File: src/rtl/simmem_multi_id_message_bank.sv
// Shared-pool message bank keeping a per-ID FIFO as linked lists of entries.
// Optional same-cycle in->out bypass for an empty ID: define SIMMEM_BANK_BYPASS_EN.
module simmem_multi_id_message_bank #(
  parameter int MessageWidth  = 64,
  parameter int TotalCapacity = 32,
  parameter int IDWidth       = 2
) (
  input  logic                               clk_i,
  input  logic                               rst_ni,
  input  logic                               in_valid_i,
  output logic                               in_ready_o,
  input  logic [IDWidth-1:0]                 in_id_i,
  input  logic [MessageWidth-1:0]            in_data_i,
  input  logic [IDWidth-1:0]                 out_id_i,
  output logic                               out_valid_o,
  input  logic                               out_ready_i,
  output logic [MessageWidth-1:0]            out_data_o,
  output logic [$clog2(TotalCapacity):0]     occupancy_o
);

  localparam int PtrW   = $clog2(TotalCapacity);
  localparam int CntW   = PtrW + 1;
  localparam int NumIds = 2 ** IDWidth;

  logic [MessageWidth-1:0]  data_q  [TotalCapacity];
  logic [PtrW-1:0]          next_q  [TotalCapacity];
  logic [TotalCapacity-1:0] valid_q, valid_d;
  logic [PtrW-1:0]          head_q  [NumIds];
  logic [PtrW-1:0]          head_d  [NumIds];
  logic [PtrW-1:0]          tail_q  [NumIds];
  logic [PtrW-1:0]          tail_d  [NumIds];
  logic [CntW-1:0]          len_q   [NumIds];
  logic [CntW-1:0]          len_d   [NumIds];
  logic [CntW-1:0]          occ_q, occ_d;

  logic [PtrW-1:0] alloc;
  logic            allocFound;
  logic [PtrW-1:0] outHead;
  logic [CntW-1:0] outLen;
  logic [CntW-1:0] inLen;
  logic            storedValid;
  logic            bypass;
  logic            inFire;
  logic            outFire;
  logic            store;
  logic            sameId;
  logic            linkTail;

  // Lowest free entry, from registered valid bits only.
  always_comb begin
    alloc      = '0;
    allocFound = 1'b0;
    for (int i = 0; i < TotalCapacity; i++) begin
      if (!valid_q[i] && !allocFound) begin
        alloc      = PtrW'(i);
        allocFound = 1'b1;
      end
    end
  end

  assign in_ready_o  = ~&valid_q;
  assign outHead     = head_q[out_id_i];
  assign outLen      = len_q[out_id_i];
  assign inLen       = len_q[in_id_i];
  assign storedValid = (outLen != '0);
  assign inFire      = in_valid_i & in_ready_o;
  assign outFire     = storedValid & out_ready_i;

`ifdef SIMMEM_BANK_BYPASS_EN
  // rst_ni gating keeps outputs at their reset values while reset is held.
  assign bypass = rst_ni & inFire & out_ready_i & ~storedValid & (in_id_i == out_id_i);
`else
  assign bypass = 1'b0;
`endif

  assign store       = inFire & ~bypass;
  assign sameId      = outFire & (out_id_i == in_id_i);
  assign linkTail    = store & ~((inLen == '0) || ((inLen == CntW'(1)) && sameId));
  assign out_valid_o = storedValid | bypass;
  assign occupancy_o = occ_q;

  always_comb begin
    out_data_o = '0;
    if (storedValid) begin
      out_data_o = data_q[outHead];
    end else if (bypass) begin
      out_data_o = in_data_i;
    end
  end

  // Release advances the head first; a store into an emptying list then overrides it.
  always_comb begin
    valid_d = valid_q;
    head_d  = head_q;
    tail_d  = tail_q;
    if (outFire) begin
      valid_d[outHead]  = 1'b0;
      head_d[out_id_i]  = next_q[outHead];
    end
    if (store) begin
      valid_d[alloc]   = 1'b1;
      tail_d[in_id_i]  = alloc;
      if (!linkTail) begin
        head_d[in_id_i] = alloc;
      end
    end
    for (int i = 0; i < NumIds; i++) begin
      len_d[i] = len_q[i]
               + {{(CntW-1){1'b0}}, (store && (in_id_i == IDWidth'(i)))}
               - {{(CntW-1){1'b0}}, (outFire && (out_id_i == IDWidth'(i)))};
    end
    occ_d = occ_q + {{(CntW-1){1'b0}}, store} - {{(CntW-1){1'b0}}, outFire};
  end

  always_ff @(posedge clk_i or negedge rst_ni) begin
    if (!rst_ni) begin
      valid_q <= '0;
      occ_q   <= '0;
      for (int i = 0; i < NumIds; i++) begin
        head_q[i] <= '0;
        tail_q[i] <= '0;
        len_q[i]  <= '0;
      end
    end else begin
      valid_q <= valid_d;
      occ_q   <= occ_d;
      head_q  <= head_d;
      tail_q  <= tail_d;
      len_q   <= len_d;
    end
  end

  // Payload and link storage carry no reset; they are only read behind valid state.
  always_ff @(posedge clk_i) begin
    if (store) begin
      data_q[alloc] <= in_data_i;
    end
    if (linkTail) begin
      next_q[tail_q[in_id_i]] <= alloc;
    end
  end

endmodule
File: config.mk
export PLATFORM = sky130hd
export DESIGN_NAME = simmem_multi_id_message_bank
export DESIGN_NICKNAME = d
export VERILOG_FILES = /design/src/rtl/simmem_multi_id_message_bank.sv
export SDC_FILE = /design/constraint.sdc
export NUM_CORES = 2
export LEC_CHECK = 0
export ABC_AREA = 1
export BUFFER_PORTS_ARGS = -buffer_cell sky130_fd_sc_hd__buf_2
export CAP_MARGIN = 40
export CORE_MARGIN = 5
export CORE_UTILIZATION = 56
export CTS_CLUSTER_DIAMETER = 120
export DETAILED_ROUTE_END_ITERATION = 8
export PLACE_DENSITY = 0.72
export SETUP_SLACK_MARGIN = 0.1
export SLEW_MARGIN = 20
export SYNTH_ARGS = -nofsm -noshare
export SYNTH_HDL_FRONTEND = slang
export SYNTH_SLANG_ARGS = --single-unit
File: constraint.sdc
create_clock -name clk_i -period 6.6 [get_ports clk_i]
set_clock_uncertainty 0.2 [all_clocks]
set_input_delay 0 -clock clk_i [delete_from_list [all_inputs] [get_ports clk_i]]
set_output_delay 0 -clock clk_i [all_outputs]
set_load 0.01 [all_outputs]
Yosys cells after proc, flatten, opt, wreduce, memory -nomap -nowiden
Memory sizes are Yosys's and may differ from the RTL's.
Cells that the tools add are included.
- register bits: 102
- bits in writable memories: 2208
- input port bits: 72
- memories: 2
- memories (memory ; depth ; bits a word ; read ports ; clocked after memory_dff ; write ports ; line ; source):
    data_q ; 32 ; 64 ; 1 ; 0 ; 1 ; 25 ; logic [MessageWidth-1:0] data_q [TotalCapacity];
    next_q ; 32 ; 5 ; 1 ; 0 ; 1 ; 26 ; logic [PtrW-1:0] next_q [TotalCapacity];
- $add $sub $neg: 10
- magnitude comparators: 8
- eq/ne operators: 8
- muxes and demuxes: 95
- bitwise logic cells: 10
- reductions and logical operators: 112
- operators with widths (cell ; count):
    5-bit 2-to-1 mux ; 35
    32-bit 2-to-1 mux ; 2
    64-bit 2-to-1 mux ; 1
    1-bit zero test ; 62
    20-bit bitwise mux ; 3
    20-bit 2-to-1 mux ; 3
    1-bit logical AND ; 44
    1-bit 2-to-1 mux ; 38
    32-bit AND ; 1
    32-bit NOT ; 1
    32-bit OR ; 1
    32-bit AND reduction ; 1
    6-bit by 1-bit adder with 6-bit output ; 5
    6-bit by 1-bit subtractor with 6-bit output ; 5
    6-bit binary-select mux with 2-bit select ; 2
    6-bit 2-to-1 mux ; 4
    5-bit binary-select mux with 2-bit select ; 2
    5-bit demux with 2-bit select ; 2
    5-bit by 6-bit < comparator with 1-bit output (second input constant) ; 2
    1-bit demux with 5-bit select ; 2
    5-bit by 1-bit greater-or-equal comparator with 1-bit output (second input constant) ; 2
    2-bit equality test (second input constant) ; 4
    6-bit by 1-bit equality test with 1-bit output (second input constant) ; 1
    3-bit greater-or-equal comparator (second input constant) ; 2
    11 further kinds ; 18

Longest topological paths before layout
- depth after elaboration: 99
- depth in mapped cells: 21
- gate-level depth less buffers: 20

Worst setup path after synthesis
No wires, ideal clock.
- path kind: reg-to-reg
- start: register valid_q[0]
- end: memory data_q[11][0], enable pin
- data arrival time: 4.965 ns
- required time: 5.913 ns
- setup slack: 0.948 ns
- cell stages (with the launch flop): 16
- path buffers: 1
- period minus slack after synthesis: 5.652 ns
- cell sequence: dfrtp_1 -> nand2_1 -> nor2_4 -> nand3_2 -> nor2_4 -> nand4_4 -> nor2_2 -> nand4_1 -> nor2_2 -> nand4_1 -> nor2_1 -> nand2_1 -> nand3_2 -> nand3_2 -> buf_6 -> nor2_1
- word-level cells in the longest chain between the ends: 92
- RTL lines (what ; line ; source):
    from (decl) ; 27 ; logic [TotalCapacity-1:0] valid_q, valid_d;
    from (signal assigned) ; 125 ; valid_q <= valid_d;
    1-bit 2-to-1 mux / 1-bit logical AND (equally long branches) ; 54 ; if (!valid_q[i] && !allocFound) begin
    1-bit 2-to-1 mux ; 54 ;
    1-bit zero test ; 54 ;
    1-bit logical AND ; 54 ;
    1-bit 2-to-1 mux ; 54 ;
    1-bit zero test ; 54 ;
    1-bit logical AND ; 54 ;
    1-bit 2-to-1 mux ; 54 ;
    [77 not listed] ; -- ;
    1-bit 2-to-1 mux ; 54 ;
    1-bit zero test ; 54 ;
    1-bit logical AND ; 54 ;
    1-bit 2-to-1 mux ; 54 ;
    1-bit zero test ; 54 ;
    1-bit logical AND ; 54 ;
    5-bit 2-to-1 mux * ; 54 ;
    via alloc[0] ; 36 ; logic [PtrW-1:0] alloc;
    to (decl) ; 25 ;
Mark *: on every way through the listed nets, which the timed path passes. The rest lies on a longest branch.

Worst setup path in the final report
- start: register head_q[15] in the netlist's numbering
- end: output out_data_o[29]
- word-level cells in the longest chain between the ends: 5
- RTL lines (what ; line ; source):
    from (decl) ; 28 ; logic [PtrW-1:0] head_q [NumIds];
    from (signal, indexed assignment) ; 120 ; head_q[i] <= '0;
    from (signal assigned) ; 127 ; head_q <= head_d;
    5-bit binary-select mux with 2-bit select ; 62 ; assign outHead = head_q[out_id_i];
    5-bit 2-to-1 mux (not written as such) (2 in series) ; 62 ;
    memory 32 x 64 bit ; -- ;
    64-bit 2-to-1 mux ; 84 ; if (storedValid) begin
    to (decl) ; 17 ; output logic [MessageWidth-1:0] out_data_o,
Every way passes these cells. The select of a mux whose other input is x is not followed.

==> flow_metrics.py <==
metrics = {
    "sta": {
        "fmax_mhz": 184,
        "rsz0062_at_grt": "no",
        "fin_tns_setup_ns": 0,
        "worstMarginPinSlew_ns": 1.07,
        "finalHoldViolCount": 0,
        "holdWs_ns": 0.0329,
        "setup_viol_count_final": 0,
        "period_share": 0.823,
        "relSlewSlack": 0.285,
        "min_period_ns": 5.43,
        "finalMaxSlewViolations": 0,
    },
    "worst_setup_path": {
        "endpoint_kind": "output pin",
        "cp.arrival_ns": 5.23,
        "cp_data_required_time_ns": 6.40,
        "cp_max_fo": 93,
        "reg2reg_slack_ns": 1.92,
        "critical_path_class": "flip-flop to output pin",
        "cp-start-kind": "flip-flop",
    },
    "cells_and_area": {
        "final_layout_size_suffix_gt1_frac": 0.109,
        "final_common_cell": "edfxtp_1",
        "area_delta_synth_final_pct": 13.6,
        "nNetsFinal": 6399,
        "mostFrequentLayoutCells": "edfxtp_1, nor3_1, o22ai_1",
        "fin_util": 0.640,
    },
    "drt": {
        "vias": 57451,
        "wl_met3_mm": 27.8,
        "dr_wl_met2_mm": 118,
        "viasPerCell": 6.72,
        "top_layer": "met5",
        "dr.first_iter.drc_count": 8167,
        "drcViolationCount": 0,
        "wl_per_cell_um": 28.9,
        "wl_mm": 247,
        "antenna_left": 0,
        "drt_pre_antenna_iters": 6,
        "met1_length_mm": 92.8,
    },
    "placed_design": {
        "gp_congestion": 0.883,
        "io_buffer_count": 143,
        "place_hpwl_mm": 131,
    },
    "synthesis": {
        "synthCells": 6048,
        "synth_area_um2": 89400,
        "ys_top_cells_by_area": "edfxtp_1, nor3_1, o22ai_1",
        "ys_seq_area_frac": 0.771,
        "ys_ff_latch": 2310,
        "yosysTopAreaCell": "edfxtp_1",
        "syn-num-nets": 6155,
        "synth_largest_type_area_fraction": 0.742,
        "syn_area_per_cell_um2": 14.8,
        "synth.distinct_cells": 53,
        "synth_warnings": 0,
    },
    "floorplanning": {
        "core_um2": 159000,
        "initial_core_util": 0.564,
        "row_count": 146,
        "die_x_um": 409,
        "die-area_um2": 168000,
        "io_pins": 144,
        "die_h_um": 409,
    },
    "clocking": {
        "htree_levels": 4,
        "cts_root_buf": "clkbuf_16",
        "cts.sinks": 2310,
        "cts_hold_buf": 131,
        "worstSkewPairLatency_ns": 0.87,
        "numCtsBuffers": 218,
        "clk_pin_slew_worst_paths_ns": 0.07,
        "cts_resized": 0,
        "tritoncts": "yes",
        "cts_setup_buffers": 0,
        "cts_max_path_buffers": 3,
    },
    "power": {
        "leakage_uw": 0.0334,
        "peakVddDrop_v": 0.000383,
        "cellPowerDensity_nw_per_um2": 406,
    },
    "grt": {
        "grt_max_degree": 223,
        "overflow": 0,
        "antenna_found_initial": 12,
        "grt_pass1_vias": 55592,
        "grt_pass1_wl_mm": 366,
        "grtUsageTotal": 0.290,
    },
    "min_path": {
        "hold_class": "input pin to flip-flop",
    },
    "status": {
        "status": "complete, no violations",
    },
    "run": {
        "cap_violations": 0,
    },
}
==> worst max-delay path, cell delays in order, from the launching register on <==
cell and delay (ns):
dfrtp_1 0.39, a22oi_1 0.36, nand2_4 0.44, nand2_8 0.71, buf_4 0.51, buf_4 0.45, o22ai_1 0.13, o31ai_1 0.37
o2111ai_1 0.22, nor3_1 0.30, buf_2 0.21
==> registers in the layout (all words and copies together) (netlist names) <==
| name | cells |
|---|---|
| data_q | 2048 |
| occupancy_o | 6 |
| next_q | 160 |
| tail_q | 20 |
| valid_q | 32 |
| len_q | 24 |
| head_q | 20 |
==> routing by layer <==
layer / global-route usage / up-vias
met2: 0.460 / 3783
met1: 0.408 / 28721
met3: 0.0557 / 493
met5: 0 / -
met4: 0.100 / 6
li1: - / 24448
==> through the flow <==
| step | worst slack (ns) | cell area, um2 | power, uW | instances |
|---|---|---|---|---|
| final | 1.17 | 102000 | 41200 | 8551 |
| after global routing | 1.00 | 102000 | 42900 | 8549 |
| after CTS | 1.19 | 101000 | 41100 | 8519 |
| after detailed placement | 1.69 | 93100 | 29300 | 7986 |
| after global placement | 1.72 | 92200 | 28900 | 7944 |
| after floorplan | 0.948 | 89400 | 24900 | 6048 |
==> cell usage after synthesis, drive strengths merged <==
library cell  number
a221oi             4
o221ai            29
dfrtp            102
fa                 5
nor3            1286
edfxtp          2208
o21ai             96
a21oi             25
o21bai             1
a21boi             9
a31o               1
xor2              16
a211oi             3
a22oi             89
nand3b             3
nand3             60
clkinv             3
o21a               5
inv              197
o2111ai           53
o41ai              1
o22ai            521
nand2            302
ha                30
a31oi             10
nor2             124
nand4             32
and2               3
buf              206
clkbuf           225
or2               10
o211ai            26
xnor2              8
o31ai            351
nor4               4
==> path summary, 6_finish.rpt <==
check | start | endpoint | depth (start not counted)
worst max-delay path | head_q[15]$_DFF_PN0_ | out_data_o[29] | 10
worst min-delay path | in_data_i[4] | data_q[10][4]$_DFFE_PP_ | 2
worst max register to register | valid_q[0]$_DFF_PN0_ | data_q[31][10]$_DFFE_PP_ | 15
worst min register to register | tail_q[5]$_DFFE_PN0P_ | tail_q[5]$_DFFE_PN0P_ | 2
max in group asynchronous | rst_ni | valid_q[26]$_DFF_PN0_ | 7
min in group asynchronous | rst_ni | head_q[18]$_DFF_PN0_ | 5
==> area by class of cell <==
type	count	area, um2
diodes	5	12.5
clock buffers	278	5700
clock inverters	124	1050
fillers	10997	57000
inverters	200	796
multi-input cells	3107	18100
flip-flops and latches	2310	68900
well taps	2072	2590
repair buffers	455	4430
==> cell families after synthesis <==
family | share of synthesized area
DFF | 0.771
and+or+nand+nor | 0.0987
AOI/OAI and AO/OA | 0.0934
buffers and inverters | 0.0296
adders and majority gates | 0.00532
xor gates and xnor gates | 0.00235
==> report_power, final <==
part | internal [uW] | switching [uW] | leakage (uW)
Sequential | 17300 | 333 | 0.0211
Combinational | 3230 | 8520 | 0.00899
Clock | 6450 | 5400 | 0.00326
Total | 27000 | 14300 | 0.0334
Note: power is estimated with default switching activity, not from simulation.
